--- src/rtl/imem_rd_arbiter.sv ---
// ---------------------------------------------------------------------------
// imem_rd_arbiter
//   Shares the single clocked read port of the instruction memory between two
//   requesters: port 0 (instruction fetch) and port 1 (loader/debug/constant
//   reads). One read issues per cycle. The memory answers one cycle after it
//   samples mem_addr, so a one-entry owner register records which port issued
//   the read in flight. The response is steered back to that port.
//
//   Build option:
//     IMEM_ARB_RR_EN  defined   : round-robin with a burst limit of BURST_MAX
//                                 consecutive grants while the other port waits.
//                     undefined : fixed priority; port 0 always wins.
//
//   Ports:
//     clk, rst                 clock (rising edge), async active-high reset
//     m0_valid/m0_addr         port 0 request and byte address
//     m0_ready                 port 0 grant (combinational)
//     m0_rvalid/m0_rdata       port 0 response, one cycle after the grant
//     m1_*                     same set for port 1
//     mem_addr                 address to memory (granted port's, else 0)
//     mem_dout                 memory read data, one cycle after mem_addr
// ---------------------------------------------------------------------------

// Per-port response steering. Data is gated to zero outside the valid cycle
// so a port never sees the other port's read data.
module imem_rd_resp #(
    parameter int D_WIDTH = 32
) (
    input  logic               inflight,
    input  logic [D_WIDTH-1:0] mem_dout,
    output logic               rvalid,
    output logic [D_WIDTH-1:0] rdata
);
    assign rvalid = inflight;
    assign rdata  = inflight ? mem_dout : '0;
endmodule

module imem_rd_arbiter #(
    parameter int A_WIDTH   = 32,
    parameter int D_WIDTH   = 32,
    parameter int BURST_MAX = 4
) (
    input  logic               clk,
    input  logic               rst,
    input  logic               m0_valid,
    input  logic [A_WIDTH-1:0] m0_addr,
    output logic               m0_ready,
    output logic               m0_rvalid,
    output logic [D_WIDTH-1:0] m0_rdata,
    input  logic               m1_valid,
    input  logic [A_WIDTH-1:0] m1_addr,
    output logic               m1_ready,
    output logic               m1_rvalid,
    output logic [D_WIDTH-1:0] m1_rdata,
    output logic [A_WIDTH-1:0] mem_addr,
    input  logic [D_WIDTH-1:0] mem_dout
);

    if (BURST_MAX < 1) begin : g_bad_param
        $error("imem_rd_arbiter: BURST_MAX must be >= 1");
    end

    logic [1:0]              req;      // {m1_valid, m0_valid}
    logic [1:0]              gnt;      // one-hot or zero
    logic [1:0]              owner_q;  // port whose read is in flight (one-hot or zero)
    logic [1:0]              rvalid;
    logic [1:0][D_WIDTH-1:0] rdata;

    assign req = {m1_valid, m0_valid};

`ifdef IMEM_ARB_RR_EN
    localparam int             CW      = $clog2(BURST_MAX + 1);
    localparam logic [CW-1:0]  CNT_MAX = CW'(BURST_MAX);

    logic          ptr_q, ptr_d;   // port that wins a conflict
    logic [CW-1:0] cnt_q, cnt_d;   // consecutive grants to the current owner
    logic          gnt_port;       // index of the granted port (valid when |gnt)
    logic          oth_port;

    assign gnt_port = gnt[1];
    assign oth_port = ~gnt[1];

    // State register
    always_ff @(posedge clk or posedge rst) begin
        if (rst) begin
            ptr_q <= 1'b0;
            cnt_q <= '0;
        end else begin
            ptr_q <= ptr_d;
            cnt_q <= cnt_d;
        end
    end

    // Next-state: burst count and priority pointer
    always_comb begin
        cnt_d = '0;
        ptr_d = ptr_q;
        if (gnt != 2'b00) begin
            // owner_q holds last cycle's grant, so equality means "same port again"
            if (owner_q == gnt)
                cnt_d = (cnt_q == CNT_MAX) ? cnt_q : cnt_q + 1'b1;
            else
                cnt_d = CW'(1);
            // Hand priority over when the other port is idle (it gets first
            // shot next time) or when this burst has used up its allowance.
            if (!req[oth_port] || cnt_d == CNT_MAX)
                ptr_d = oth_port;
            else
                ptr_d = gnt_port;
        end
    end

    // Output: grant
    always_comb begin
        gnt = req;
        if (req == 2'b11) begin
            gnt        = 2'b00;
            gnt[ptr_q] = 1'b1;
        end
    end
`else
    // Output: fixed-priority grant, port 0 first
    always_comb begin
        gnt = 2'b00;
        if (req[0])
            gnt = 2'b01;
        else if (req[1])
            gnt = 2'b10;
    end
`endif

    // In-flight owner: reset drops any read in flight, so no late rvalid.
    always_ff @(posedge clk or posedge rst) begin
        if (rst)
            owner_q <= 2'b00;
        else
            owner_q <= gnt;
    end

    assign m0_ready = gnt[0];
    assign m1_ready = gnt[1];

    // Address passes straight through; alignment/wrap is left to the memory.
    always_comb begin
        mem_addr = '0;
        if (gnt[0])
            mem_addr = m0_addr;
        else if (gnt[1])
            mem_addr = m1_addr;
    end

    for (genvar p = 0; p < 2; p++) begin : g_resp
        imem_rd_resp #(.D_WIDTH(D_WIDTH)) u_resp (
            .inflight (owner_q[p]),
            .mem_dout (mem_dout),
            .rvalid   (rvalid[p]),
            .rdata    (rdata[p])
        );
    end

    assign m0_rvalid = rvalid[0];
    assign m0_rdata  = rdata[0];
    assign m1_rvalid = rvalid[1];
    assign m1_rdata  = rdata[1];

    a_gnt_onehot : assert property (@(posedge clk) disable iff (rst)
        !(gnt[0] && gnt[1]));
    a_gnt_needs_req : assert property (@(posedge clk) disable iff (rst)
        (gnt & ~req) == 2'b00);

endmodule
--- config.mk ---
export PLATFORM = sky130hd
export DESIGN_NAME = imem_rd_arbiter
export DESIGN_NICKNAME = d
export VERILOG_FILES = /design/src/rtl/imem_rd_arbiter.sv
export SDC_FILE = /design/constraint.sdc
export NUM_CORES = 1
export LEC_CHECK = 0
export BUFFER_PORTS_ARGS = -buffer_cell sky130_fd_sc_hd__buf_2
export CAP_MARGIN = 5
export CORE_MARGIN = 8
export CORE_UTILIZATION = 25
export CTS_CLUSTER_DIAMETER = 120
export DETAILED_ROUTE_END_ITERATION = 10
export GPL_TIMING_DRIVEN = 0
export HOLD_SLACK_MARGIN = 0.08
export PLACE_DENSITY_LB_ADDON = 0.08
export SLEW_MARGIN = 40
export SYNTH_ARGS = -nofsm -noshare
export SYNTH_HDL_FRONTEND = slang
export SYNTH_HIERARCHICAL = 1
export SYNTH_SLANG_ARGS = --single-unit
--- constraint.sdc ---
create_clock -name clk -period 1.5 [get_ports clk]
set_input_delay 0.375 -clock clk [delete_from_list [all_inputs] [get_ports clk]]
set_output_delay 0.375 -clock clk [all_outputs]
set_load 0.005 [all_outputs]
==> summary.md <==
| Metric | Value |
|---|---|
| Post-synthesis compound-gate area fraction | 29.4% |
| Clock Sinks | 2 |
| GRT overflow | 0 |
| Antenna-violating nets left | 0 |
| Max reg flops | 2 |
| Share of Yosys cell area claimed by the top area cell type | 50.5% |
| Gr usage total | 17.0% |
| Startpoint Class | input pin |
| RSZ-0062 raised after global routing | true |
| Min cycle time layout | 1530 ps |
| Worst path slowest cell | a22o_1 |
| Achievable Freq | 0.653 GHz |
| Leak | 1.49 nW |
| Sequential area share after synthesis | 5.26% |
| Multiplexer share of the synthesized area | 0% |
| Clk slew on worst S/H paths | 30 ps |
| Post-synth top area cell | and2_2 |
| Hold Crit Depth | 2 |
| Top post-synthesis cells by area | and2_2 50%, a22o_1 29%, buf_6 5.9% |
| Final Instance Area | 2390 um^2 |
| Initial Utilization | 26.0% |
| Peak VDD IR | 0.221 mV |
| Slew @ Worst Pin | 182 ps |
| Maxcap violations | 0 |
| Final-report hold violation count | 0 |
| Largest registers | owner_q x2 |
| Largest family of logic cells by synthesized area | simple AND/OR/NAND/NOR gates |
| Die Area | 6040 um^2 |
| Top-count cell post-synth | and2_2 |
| Worst hold path class | in -> reg |
| Final nets | 430 |
| Setup crit end kind | output port |
| Post-Syn Area per Cell | 8.14 um^2 |
| H-tree level count | 1 |
| Post-route DRC | 0 |
| Die W | 77.7 um |
| Layout cells sized above 1 | 89.3% |
| Hold Path Origin | m0_valid |
| Post-synth net total | 217 |
| Final Power | 0.000906 W |
| Netlist cell types | 9 |
| FP Rows | 22 |
| Final WL | 5920 um |
| Commonest cells in the synthesized netlist | 64 x and2_2, 32 x a22o_1, 6 x clkbuf_2 |
| Final worst-path setup slack | -31.6 ps |
| CP Cell Sequence | buf_6 > nor2b_4 > buf_6 > buf_6 > a22o_1 > buf_2 |
| Top reg by flops | owner_q |
| DR iter-0 viols | 24 |
| Post-DP HPWL | 4960 um |
| Die H | 77.7 um |
| Required @ worst endpoint | 1120 ps |
| Crit Path Max Fanout | 5 |
| Vias in the first global route | 1660 |
| DRT Pass-1 Iters | 4 |
| Yosys reg bits | 2 |
| Failing checks | setup timing |
| Critical path type | in -> out |
| Post-Synth Simple-Gate Area | 51.9% |
| Asr flop ratio synth | 100% |
| Final setup vio count | 9 |
| Synthesized area | 952 um^2 |
| Most used cell, CP | buf_6 |
| CTS max path bufs | 2 |
| Area share of fa/ha/maj cells after synthesis | 0% |
| Fin crit share | 102% |
| Initial antenna violation count | 0 |
| Vias per cell | 4.45 |
| Post-Synth XOR/XNOR Area | 0% |
| EDFF count, synth | 0 |
| First-pass GRT wire length | 8630 um |
| PwrDens | 378 nW/um^2 |
| Core area | 3660 um^2 |
| Outcome | finished with violations |
| Area Growth Syn to Fin | 151% |
| CTS root buffer | clkbuf_8 |
| CP peak stage delay | 200 ps |
| Inserted Diodes | 0 |
| GP Congestion | 0.805 |
| WL per Instance | 15.8 um |
| Filler cells | 327 |
| Synth warn | 6 |
| Post-synth top flop | dfrtp_1 |
| CP arrival | 1160 ps |
| Hold Path End | owner_q[0]$_DFF_PP0_ |
| CTS Buf Count | 3 |
| Final Max Tran Viols | 0 |
| Routed vias | 1675 |
| Post-layout util | 65.4% |
| Port-buffer cells | 199 |
| IO Count | 200 |
| Worst slew margin | 87.9% |
| Placement Cell Area | 2010 um^2 |
| Setup tns final | -126 ps |
| Largest net degree at the start of global routing | 11 |
| CTS tree | built |
| Final hold slack | 395 ps |
| Cells after Synth | 117 |
-- cells in the final DEF, fill, tap and decap left out, drive strengths merged --
master and count:
dfrtp 2, a22o 32, buf 224, and2 64, inv 1, nor2b 1, dlygate4sd3 1, clkbuf 3
-- metal layers --
| metal | share of wire (%) | track usage [%] | wire length [um] | up-vias |
|---|---|---|---|---|
| li1 | - | - | - | 823 |
| met1 | 36 | 16.5 | 2110 | 734 |
| met2 | 52 | 31.3 | 3060 | 114 |
| met3 | 12 | 8.18 | 700 | 4 |
| met4 | 0.81 | 4.53 | 48 | 0 |
| met5 | 0 | 0 | 0 | - |
-- power by group --
part	switching, W	internal [W]
Combinational	0.000224	0.000411
Clock	0.0000385	0.000169
Sequential	0.00000526	0.0000575
Total	0.000268	0.000638
-- logic make-up (layout without fill, tap and decap cells) --
group	Yosys count	in the layout
AO/OA/AOI/OAI	32	32
buffers and inverters	18	229
flip-flops	2	2
AND/OR/NAND/NOR	65	65
-- per-stage QoR --
step | instances | setup WS, ps
3_5_place_dp | 364 | -113
4_1_cts | 376 | -97.8
5_1_grt | 376 | -44.1
3_3_place_gp | 364 | -117
2_1_floorplan | 117 | 177
6_report | 376 | -31.6
-- worst max path at each step --
stage | from | to | slack (ps) | depth (start not counted)
detailed placement | m0_valid | mem_addr[0] | -110 | 7
finish | m1_valid | mem_addr[0] | -30 | 6
global route | m1_valid | mem_addr[18] | -40 | 6
global placement | m0_valid | mem_addr[0] | -120 | 7
floorplan | m0_valid | mem_addr[20] | 180 | 5
CTS | m0_valid | mem_addr[0] | -100 | 7
-- layout make-up --
cell class,instances,area (um^2),share of cell area (%)
inverters,1,3.75,0.157
repair buffers,210,1280,53.6
clock buffers,3,41.3,1.73
multi-input cells,97,812,33.9
plain buffers,15,143,5.96
well taps,48,60.1,2.51
flip-flops and latches,2,51.3,2.14
-- timing repair --
action / 4_1_cts / 5_1_grt
endpoints found under the hold margin: 2 / 0
hold buffers: 1 / 0
pin swaps: 4 / 9
cloned: 3 / 0
endpoints found under the setup margin: 69 / 83
setup buffers: 5 / 3
gates resized for setup: 17 / 67
-- critical path: cells and delay by family --
kind	cells	cell delay, ps
buffers and inverters	4	460
AOI/OAI and AO/OA	1	200
and+or+nand+nor	1	120
Note: power is estimated with default switching activity, not from simulation.
